### src/rtl/led_pov_pkg.sv
// Shared types and defaults for the POV LED column driver.
// Holds the column FSM state enumeration and the geometry/timing defaults.
package led_pov_pkg;

    localparam int unsigned DATA_W_DEF  = 16;
    localparam int unsigned CLK_DIV_DEF = 2;
    localparam int unsigned CLK_DIV_MAX = 15;
    localparam int unsigned NUM_COLS    = 80;

    // Phase counter only ever holds CLK_DIV-1, so size it for the largest legal divider.
    localparam int unsigned PHASE_W = $clog2(CLK_DIV_MAX + 1);

    typedef enum logic [2:0] {
        IDLE,
        SHIFT_LO,
        SHIFT_HI,
        LATCH,
        DONE
    } col_state_e;

endpackage

### src/rtl/pov_phase_timer.sv
// Half-period timer: reloads on load, counts down to zero and holds there.
// expired is high while the count is zero, i.e. in the last cycle of a phase.
module pov_phase_timer
    import led_pov_pkg::*;
#(
    parameter int unsigned W = PHASE_W
) (
    input  logic         clk_out,
    input  logic         reset_new,
    input  logic         load,
    input  logic [W-1:0] count,
    output logic         expired
);

    logic [W-1:0] cnt_q;

    // Saturating down-counter so a phase can never wrap mid-bit.
    always_ff @(posedge clk_out or posedge reset_new) begin
        if (reset_new) begin
            cnt_q <= '0;
        end else if (load) begin
            cnt_q <= count;
        end else if (cnt_q != '0) begin
            cnt_q <= cnt_q - W'(1);
        end
    end

    assign expired = (cnt_q == '0);

endmodule

### src/rtl/led_col_shifter.sv
// Shifts one display column into a serial LED driver chain, MSB first,
// then latches it; handshakes column words from the display RAM reader.
module led_col_shifter
    import led_pov_pkg::*;
#(
    parameter int unsigned DATA_W  = DATA_W_DEF,
    parameter int unsigned CLK_DIV = CLK_DIV_DEF
) (
    input  logic              clk_out,
    input  logic              reset_new,
    input  logic              col_valid,
    input  logic [DATA_W-1:0] col_data,
    output logic              col_ready,
    input  logic              blank,
    output logic              led_sdi,
    output logic              led_sclk,
    output logic              led_latch,
    output logic              led_oe_n,
    output logic              col_done,
    output logic              overrun
);

    localparam int unsigned BIT_W = (DATA_W > 1) ? $clog2(DATA_W) : 1;

    if (CLK_DIV < 1 || CLK_DIV > CLK_DIV_MAX) begin : g_bad_div
        $error("led_col_shifter: CLK_DIV out of range 1..15");
    end

    col_state_e        state_q;
    col_state_e        state_d;
    logic [DATA_W-1:0] shift_q;
    logic [DATA_W-1:0] shift_d;
    logic [BIT_W-1:0]  bit_q;
    logic [BIT_W-1:0]  bit_d;
    logic              accept;
    logic              phase_load;
    logic              phase_expired;
    logic              seen_done_q;

    // col_ready is only ever high in IDLE, so it alone qualifies the handshake.
    assign accept     = col_valid && col_ready;
    assign phase_load = (state_d != state_q);

    pov_phase_timer #(
        .W(PHASE_W)
    ) u_phase_timer (
        .clk_out  (clk_out),
        .reset_new(reset_new),
        .load     (phase_load),
        .count    (PHASE_W'(CLK_DIV - 1)),
        .expired  (phase_expired)
    );

    // State register together with the datapath it sequences.
    always_ff @(posedge clk_out or posedge reset_new) begin
        if (reset_new) begin
            state_q <= IDLE;
            shift_q <= '0;
            bit_q   <= '0;
        end else begin
            state_q <= state_d;
            shift_q <= shift_d;
            bit_q   <= bit_d;
        end
    end

    // Next-state and datapath update.
    always_comb begin
        state_d = state_q;
        shift_d = shift_q;
        bit_d   = bit_q;
        unique case (state_q)
            IDLE: begin
                if (accept) begin
                    state_d = SHIFT_LO;
                    shift_d = col_data;
                    bit_d   = BIT_W'(DATA_W - 1);
                end
            end
            SHIFT_LO: begin
                if (phase_expired) begin
                    state_d = SHIFT_HI;
                end
            end
            SHIFT_HI: begin
                if (phase_expired) begin
                    if (bit_q != '0) begin
                        state_d = SHIFT_LO;
                        shift_d = shift_q << 1;
                        bit_d   = bit_q - BIT_W'(1);
                    end else begin
                        state_d = LATCH;
                    end
                end
            end
            LATCH: begin
                if (phase_expired) begin
                    state_d = DONE;
                end
            end
            DONE: begin
                state_d = IDLE;
            end
            default: begin
                state_d = IDLE;
            end
        endcase
    end

    // Outputs are registered from the next state so they align with the state register.
    always_ff @(posedge clk_out or posedge reset_new) begin
        if (reset_new) begin
            col_ready   <= 1'b0;
            led_sdi     <= 1'b0;
            led_sclk    <= 1'b0;
            led_latch   <= 1'b0;
            led_oe_n    <= 1'b1;
            col_done    <= 1'b0;
            overrun     <= 1'b0;
            seen_done_q <= 1'b0;
        end else begin
            col_ready <= (state_d == IDLE);
            led_sclk  <= (state_d == SHIFT_HI);
            led_latch <= (state_d == LATCH);
            col_done  <= (state_d == DONE);
            if (state_d == SHIFT_LO && state_q != SHIFT_LO) begin
                led_sdi <= shift_d[DATA_W-1];
            end
            if (col_valid && !col_ready) begin
                overrun <= 1'b1;
            end
            seen_done_q <= seen_done_q | (state_d == DONE);
            // Keep the LEDs dark until a complete column has been latched.
            led_oe_n    <= seen_done_q ? blank : 1'b1;
        end
    end

endmodule

### config.mk
export PLATFORM = sky130hd
export DESIGN_NAME = led_col_shifter
export DESIGN_NICKNAME = d
export VERILOG_FILES = /design/src/rtl/led_pov_pkg.sv /design/src/rtl/pov_phase_timer.sv /design/src/rtl/led_col_shifter.sv
export SDC_FILE = /design/constraint.sdc
export NUM_CORES = 1
export LEC_CHECK = 0
export BUFFER_PORTS_ARGS = -buffer_cell sky130_fd_sc_hd__buf_4
export CAP_MARGIN = 20
export CORE_AREA = 2 2 67 56
export DETAILED_ROUTE_END_ITERATION = 8
export DIE_AREA = 0 0 69 58
export PLACE_DENSITY = 0.7
export SLEW_MARGIN = 40
export SYNTH_ARGS = -nofsm -noshare
export SYNTH_HDL_FRONTEND = slang
export SYNTH_SLANG_ARGS = --single-unit
### constraint.sdc
create_clock -name clk_out -period 3.1 [get_ports clk_out]
set_input_delay 0.155 -clock clk_out [delete_from_list [all_inputs] [get_ports clk_out]]
set_output_delay 0.155 -clock clk_out [all_outputs]
set_load 0.1 [all_outputs]
* Word-level counts from Yosys, hierarchy flattened
Index checks and enable logic that the tools add are counted.
Storage, ports and cells: memories 0, bits of input ports 20, bits in writable memories 0, output and inout bits 7, memory bits (read-only) 0, logic and storage cells 57, latch bits 0, register bits after elaboration 35
Operators by class: reductions and logical operators 12, divide/modulo/power cells 0, order comparisons 0, shifts and indexed selects 0, bitwise operators 1, $add $sub $neg 2, equal/unequal tests 12, multiplexer cells 17, multiply operators 0
Operators by type and width (count):
- $mux W16 | 3
- $pmux W16 S2 | 1
- $mux W4 | 5
- $eq A3 B2 Y1 const B | 4
- $mux W3 | 4
- $pmux W3 S4 | 1
- $pmux W4 S2 | 1
- $reduce_bool A4 Y1 | 2
- $sub A4 B1 Y4 const B | 2
- $eq A3 B1 Y1 const B | 2
- $logic_not A3 Y1 | 2
- $ne A2 B2 Y1 const B | 3
- $logic_not A4 Y1 | 1
- $reduce_and A4 Y1 | 1
- $reduce_bool A2 Y1 | 2
- $eq A3 B3 Y1 const B | 1
- $logic_and A1 B1 Y1 | 3
- $ne A3 B1 Y1 const B | 1
- $ne A3 B3 Y1 | 1
- $mux W2 | 1
- $logic_not A1 Y1 | 1
- $mux W1 | 1
- $or A1 B1 Y1 | 1

* Logic depth before layout (Yosys ltp)
Gate-level depths: netlist of run 1.
word-level depth 6, mapped depth 9, mapped depth without buffers 6

* Modules after synthesis
Synthesis of run 1 repeated with hierarchy kept, for this count alone.
Second synthesis, totals: cell total of the unflattened synthesis 161, area total of the unflattened synthesis 1622.8 µm²
Modules (own cells, without submodules):
- led_col_shifter | cells an instance 137, area an instance 1387.6 µm², sequential area each 752.0 µm², times used 1
- pov_phase_timer | cells an instance 24, area an instance 235.2 µm², sequential area each 100.1 µm², times used 1

* Worst setup path after synthesis of run 1
No wires, ideal clock.
kind register -> register, from reg col_ready, to reg shift_q[14], clock period less this slack 2.011 ns, arrival time 1.893 ns, data required time 2.982 ns, cell stages (with the launch flop) 7, buffers on the path 2, library setup time 0.118 ns, path slack 1.089 ns, cells stage by stage dfrtp_1 and4bb_4 and2_4 buf_6 buf_8 a22o_1 a21o_1
On the way: word-level cells in the longest chain between the ends 3
RTL lines:
- start, declared | RTL line led_col_shifter.sv:13 | output logic col_ready,
- start signal, assigned | RTL line led_col_shifter.sv:122 | col_ready <= (state_d == IDLE);
- $logic_and A1 B1 Y1 | RTL line led_col_shifter.sv:41 | assign accept = col_valid && col_ready;
- $ne A2 B2 Y1 (no source line)
- $reduce_and A4 Y1 (no source line)
- end signal, assigned | RTL line led_col_shifter.sv:62 | shift_q <= shift_d;
- end, declared | RTL line led_col_shifter.sv:31 | logic [DATA_W-1:0] shift_q;
Every way passes these cells. A chain may end at the register's enable or synchronous reset.

* Final worst setup path of run 1
from reg u_phase_timer.cnt_q[0], to reg bit_q[3]
On the way: word-level cells in the longest chain between the ends 3
RTL lines:
- start, declared | RTL line pov_phase_timer.sv:15 | logic [W-1:0] cnt_q;
- start signal, assigned | RTL line pov_phase_timer.sv:22 | cnt_q <= count;
- start signal, assigned | RTL line pov_phase_timer.sv:24 | cnt_q <= cnt_q - W'(1);
- $logic_not A4 Y1 | RTL line pov_phase_timer.sv:28 | assign expired = (cnt_q == '0);
- $ne A2 B2 Y1 (no source line)
- $reduce_and A4 Y1 (no source line)
- end signal, assigned | RTL line led_col_shifter.sv:63 | bit_q <= bit_d;
- end, declared | RTL line led_col_shifter.sv:33 | logic [BIT_W-1:0] bit_q;
Every way passes these cells.

==> impl_metrics.tcl, run 1 <==
set metrics [dict create \
    outcome "finished clean" \
    reg2reg_depth 6 \
    ys_types 38 \
    dp_hpwl_um 2090 \
    area_delta_synth_final_pct 18.7 \
    avgSynthCellArea_um2 12.0 \
    synth_edf_count 0 \
    clk_latency_ns 0.28 \
    clock-sinks 34 \
    tns_ns 0 \
    ant_nets 0 \
    syn_nets 156 \
    die_w_um 69 \
    pin_count 27 \
    multi_input_area_um2 644 \
    dr_total_vias 1126 \
    finalMaxSlewViolations 0 \
    layout_common_cells "dfrtp_1 (33), buf_4 (27), a21o_1 (16)" \
    grt_pass1_vias 1125 \
    htree_levels 2 \
    crit_end "bit_q[3]$_DFFE_PP0P_" \
    total_leakage_power_nw 0.968 \
    final_common_cell "dfrtp_1" \
    p_sw_share_pct 38.3 \
    grtUsageTotal_pct 17.0 \
    synthArstFlopShare_pct 100 \
    cp.arrival_ns 2.34 \
    cts_resized 0 \
    yosysWarningCount 0 \
    rsz0062_at_grt "false" \
    max_slew_margin_pct 58.6 \
    ys_ff_latch 34 \
    required_ns 3.27 \
    worstMarginPinSlew_ns 0.620 \
    wl_um 2990 \
    io_buffers 26 \
    grt_max_degree 35 \
    ir_drop_mv 0.418 \
    core_um2 3330 \
    cts_tree "done" \
    grt_antenna_before_repair 0 \
    viasPerCell 5.49 \
    maxCapViolCount 0 \
    power.density_nw_per_um2 989 \
    synthCells 134 \
    cellInternalPower_w 0.00116 \
    grt_pass1_wl_um 5260 \
    worstSetupPathType "reg2reg" \
    rows 19 \
    grt_overflow 0 \
    die_area_um2 4000 \
    setup_viol 0 \
    hold_viol 0 \
    setup_ws_ns 0.926 \
    nets 184 \
    min_period_over_period_pct 70.1 \
    clkTransAtPathRegs_ns 0.06 \
    cp_max_fo 17 \
    layout_min_cycle_time_ns 2.17 \
    clockBufferDepth 2 \
    clock-root-buffer "clkbuf_8" \
    drt-initial-drc-count 83 \
    skew_ns 0.00142 \
    r2r-start "u_phase_timer.cnt_q[0]$_DFFE_PP0P_" \
    rrSetupSlack_ns 0.93 \
    diodes 0 \
    min_path_type "in2reg" \
    start_kind "register" \
    fillers 295 \
    clkPwrFrac_pct 20.8 \
    first_pass_iters 4 \
    final_layout_size_suffix_gt1_share_pct 31.3 \
    r2r-end "bit_q[3]$_DFFE_PP0P_" \
    cts_buffers 5 \
    power_switching_w 0.000719 \
    syn_area_um2 1600 \
    hold_path_depth 2 \
    max_freq_ghz 0.460 \
    worst_setup_path_end_kind "register" \
    start_util_pct 48.2 \
    startpoint "u_phase_timer.cnt_q[0]$_DFFE_PP0P_" \
    die_h_um 58 \
    p_seq_share_pct 40.0 \
    routabilityCongestion 0.742 \
    p_comb_share_pct 39.2 \
    synth.yosys.seq_area_share_pct 53.2 \
    seqCellArea_um2 852 \
    drc_errors 0 \
    wl_per_cell_um 14.6 \
    dp_slack_ns 0.926 \
    synthFlopType "dfrtp_1" \
]
==> through the flow <==
stage / instances / area, um2 / total power, W / utilization [%] / hold WS [ns]
CTS: 205 / 1900 / 0.00190 / 57.1 / 0.0520
detailed placement: 196 / 1790 / 0.00150 / 53.6 / 0.285
finish: 205 / 1900 / 0.00188 / 57.1 / 0.0593
global route: 205 / 1900 / 0.00202 / 57.1 / 0.0666
global placement: 196 / 1790 / 0.00146 / 53.6 / 0.274
floorplan: 134 / 1600 / 0.00135 / - / 0.265
==> worst min-delay path by stage <==
stage	from	endpoint	slack, ns
after global placement	reset_new	u_phase_timer.cnt_q[2]$_DFFE_PP0P_	0.27
after CTS	blank	led_oe_n$_DFF_PP1_	0.05
final	blank	led_oe_n$_DFF_PP1_	0.06
after global routing	blank	led_oe_n$_DFF_PP1_	0.07
after floorplan	blank	led_oe_n$_DFF_PP1_	0.27
after detailed placement	reset_new	u_phase_timer.cnt_q[0]$_DFFE_PP0P_	0.29
==> power by group through the flow <==
| stage | Sequential (W) | Clock, W | Combinational, W |
|---|---|---|---|
| after floorplan | 0.000889 | 0 | 0.000463 |
| after global placement | 0.000748 | 0 | 0.000716 |
| after detailed placement | 0.000757 | 0 | 0.000744 |
| after CTS | 0.000750 | 0.000400 | 0.000748 |
| after global routing | 0.000775 | 0.000422 | 0.000820 |
| final | 0.000752 | 0.000390 | 0.000737 |
==> area by class of cell <==
cell class / count / share of cell area, %
Sequential cell: 34 / 44.8
Multi-Input combinational cell: 84 / 33.9
Timing Repair Buffer: 28 / 11.2
Clock buffer: 7 / 4.01
Tap cell: 42 / 2.76
Inverter: 9 / 1.78
Clock inverter: 1 / 1.58
==> cell families (layout without fill, tap and decap cells) <==
logic type	after synthesis	count (layout)	share of synthesized area (%)
AOI/OAI and AO/OA	48	48	24.0
xor gates and xnor gates	1	1	0.547
adders and majority gates	2	2	1.56
buffers and inverters	16	45	6.63
DFF	34	34	53.2
and+or+nand+nor	33	33	14.1
==> sequential cells by signal, summed over array words and instances (netlist names), 3 cells and up <==
register,flops
bit_q,4
shift_q,15
state_q,3
u_phase_timer.cnt_q,4
==> synthesized netlist by cell type (2+ instances only) <==
master,n,area share [%]
or3_1,2,0.78
buf_6,4,2.8
nor3_1,7,2.2
a21oi_1,3,0.94
a22o_2,10,6.2
a22o_1,7,3.8
dfrtp_1,33,52
o21ai_0,3,0.94
a41oi_1,2,1.1
inv_1,9,2.1
a211oi_1,2,0.94
a21o_1,16,7.5
nand4bb_1,2,1.4
ha_1,2,1.6
nor2_1,7,1.6
nand2b_1,3,1.2
==> per-layer routing <==
| metal | GRT usage (%) | vias to the layer above | share of wire [%] |
|---|---|---|---|
| li1 | - | 548 | - |
| met1 | 22.0 | 557 | 49 |
| met2 | 26.4 | 16 | 46 |
| met3 | 5.74 | 5 | 3.3 |
| met4 | 7.28 | 0 | 1.6 |
| met5 | 0 | - | 0 |
==> critical path, cell delays in order (launching register included) <==
cell	delay, ns
dfrtp_1	0.40
inv_1	0.06
ha_1	0.24
nor3b_4	0.41
and3_1	0.62
and4b_1	0.29
nor2_1	0.04
==> repair_timing <==
| action | in CTS | in global routing |
|---|---|---|
| hold buffers | 1 | 0 |
| buffers inserted | 0 | 0 |
| endpoints found under the hold margin | 33 | 0 |
No activity file was read; power rests on OpenSTA's default activity.
==> run 2, diff against run 1 <==
==> constraint.sdc (replaced) <==
create_clock -name clk_out -period 2.05 [get_ports clk_out]
set_input_delay 0.1025 -clock clk_out [delete_from_list [all_inputs] [get_ports clk_out]]
set_output_delay 0.1025 -clock clk_out [all_outputs]
set_load 0.1 [all_outputs]
==> run 2 against run 1 <==
Final cell count rose by 1.5%. Sequential share of layout area shrank 0.18 points. Global-route usage decreased by 0.67 points. Largest cell class unchanged. Largest power group unchanged.
==> impl_metrics.tcl, run 2 (synthesis gave the netlist of run 1 again) <==
set metrics [dict create \
    grt_max_degree 35 \
    worstMarginPinSlew_ns 0.429 \
    io_buffers 26 \
    route.met2.wl_um 1330 \
    clk_latency_ns 0.28 \
    cp.arrival_ns 2.05 \
    die_area_um2 4000 \
    final_layout_size_suffix_gt1_share_pct 33.1 \
    rows 19 \
    holdBufCountCts 1 \
    grt_antenna_before_repair 0 \
    finalMaxSlewViolations 0 \
    clock-sinks 34 \
    dp_hpwl_um 2000 \
    rsz0062_at_grt "false" \
    maxCapViolCount 0 \
    min_path_type "in2reg" \
    post_dp_cell_area_um2 1810 \
    skew_ns 0.00383 \
    power_switching_w 0.00107 \
    drc_errors 0 \
    cellInternalPower_w 0.00168 \
    largest_register "shift_q" \
    top_layer "met4" \
    outcome "finished clean" \
    grt_overflow 0 \
    clock-root-buffer "clkbuf_8" \
    multi_input_area_um2 644 \
    final_area_um2 1910 \
    clockBufferDepth 2 \
    seqCellArea_um2 852 \
    start_util_pct 48.2 \
    largest_reg_flops 15 \
    worst_setup_path_end_kind "register" \
    hold_viol 0 \
    layout_min_cycle_time_ns 1.88 \
    wl_per_cell_um 13.7 \
    setup_viol 0 \
    final_common_cell "dfrtp_1" \
    grt_pass1_wl_um 5110 \
    p_comb_share_pct 40.7 \
    layout_common_cells "dfrtp_1 (33), buf_4 (30), a21o_1 (16)" \
    met3_length_um 125 \
    cts_resized 0 \
    first_pass_iters 4 \
    pin_count 27 \
    ant_nets 0 \
    fin_util_pct 57.4 \
    dr_total_vias 1161 \
    required_ns 2.22 \
    postCtsSetupBuffers 0 \
    fillers 305 \
    area_delta_synth_final_pct 19.1 \
    diodes 0 \
    p_seq_share_pct 41.3 \
    core_um2 3330 \
    die_w_um 69 \
    grt_pass1_vias 1191 \
    max_slew_margin_pct 71.2 \
    wl_um 2850 \
    cts_tree "done" \
    reg.largest.list "shift_q: 15 flops, bit_q: 4 flops, u_phase_timer.cnt_q: 4 flops" \
    viasPerCell 5.58 \
    cp_max_fo 16 \
    start_kind "register" \
    worstSetupPathType "reg2reg" \
    tns_ns 0 \
    min_period_over_period_pct 91.6 \
    ir_drop_mv 0.616 \
    clkTransAtPathRegs_ns 0.07 \
    max_freq_ghz 0.532 \
    routabilityCongestion 0.816 \
    htree_levels 2 \
    drt-initial-drc-count 87 \
    nets 187 \
    total_leakage_power_nw 0.979 \
    power.density_nw_per_um2 1440 \
    cts_buffers 5 \
    die_h_um 58 \
    clkPwrFrac_pct 18.0 \
    p_sw_share_pct 38.9 \
    grtUsageTotal_pct 16.3 \
    met1_length_um 1340 \
]
==> run 2: changes by cell type in the layout (fill, tap and decap cells not counted), sizes merged <==
cell    before  now
clkinv       0    1
buf         27   30
bufinv       1    0
==> run 2: final cells by class <==
cell class,count,area share (%)
flip-flops and latches,34,44.6
multi-input cells,84,33.7
repair buffers,31,12.3
clock buffers,7,4.52
well taps,42,2.75
inverters,9,1.77
clock inverters,1,0.262
==> run 2: power by group through the flow <==
stage / Clock [W] / Combinational (W) / Sequential, W
2_1_floorplan: 0 / 0.000699 / 0.00134
3_3_place_gp: 0 / 0.00109 / 0.00113
3_5_place_dp: 0 / 0.00112 / 0.00114
4_1_cts: 0.000509 / 0.00113 / 0.00113
5_1_grt: 0.000540 / 0.00124 / 0.00117
6_report: 0.000494 / 0.00112 / 0.00113
==> run 2: routing by layer <==
layer	up-vias	GRT usage, %
met4	0	7.84
li1	552	-
met5	-	0
met2	20	25.5
met3	7	4.87
met1	582	21.0
==> run 2: path summary, 6_finish.rpt <==
kind | depth (start not counted) | start | to | slack, ns
min in group asynchronous | 4 | reset_new | u_phase_timer.cnt_q[0]$_DFFE_PP0P_ | 0.45
worst max register to register | 6 | u_phase_timer.cnt_q[0]$_DFFE_PP0P_ | shift_q[0]$_DFFE_PP0P_ | 0.17
worst max-delay path | 6 | u_phase_timer.cnt_q[0]$_DFFE_PP0P_ | shift_q[0]$_DFFE_PP0P_ | 0.17
max in group asynchronous | 4 | reset_new | led_oe_n$_DFF_PP1_ | 1.27
worst min register to register | 1 | seen_done_q$_DFF_PP0_ | led_oe_n$_DFF_PP1_ | 0.40
worst min-delay path | 2 | blank | led_oe_n$_DFF_PP1_ | 0.008
==> run 2: worst max-delay path: stages (launching register included) <==
cell,delay [ns]
dfrtp_1,0.40
inv_1,0.07
ha_1,0.24
nor3b_4,0.35
a22o_2,0.25
nand2_2,0.20
a22o_2,0.26
==> run 2: metrics by stage <==
stage | hold WS [ns] | setup slack, ns | power, W | instances
floorplan | 0.213 | 0.0392 | 0.00204 | 134
global placement | 0.218 | 0.270 | 0.00222 | 199
detailed placement | 0.220 | 0.187 | 0.00227 | 199
CTS | 0.00550 | 0.169 | 0.00277 | 208
global route | 0.0235 | 0.00158 | 0.00296 | 208
finish | 0.00839 | 0.171 | 0.00274 | 208
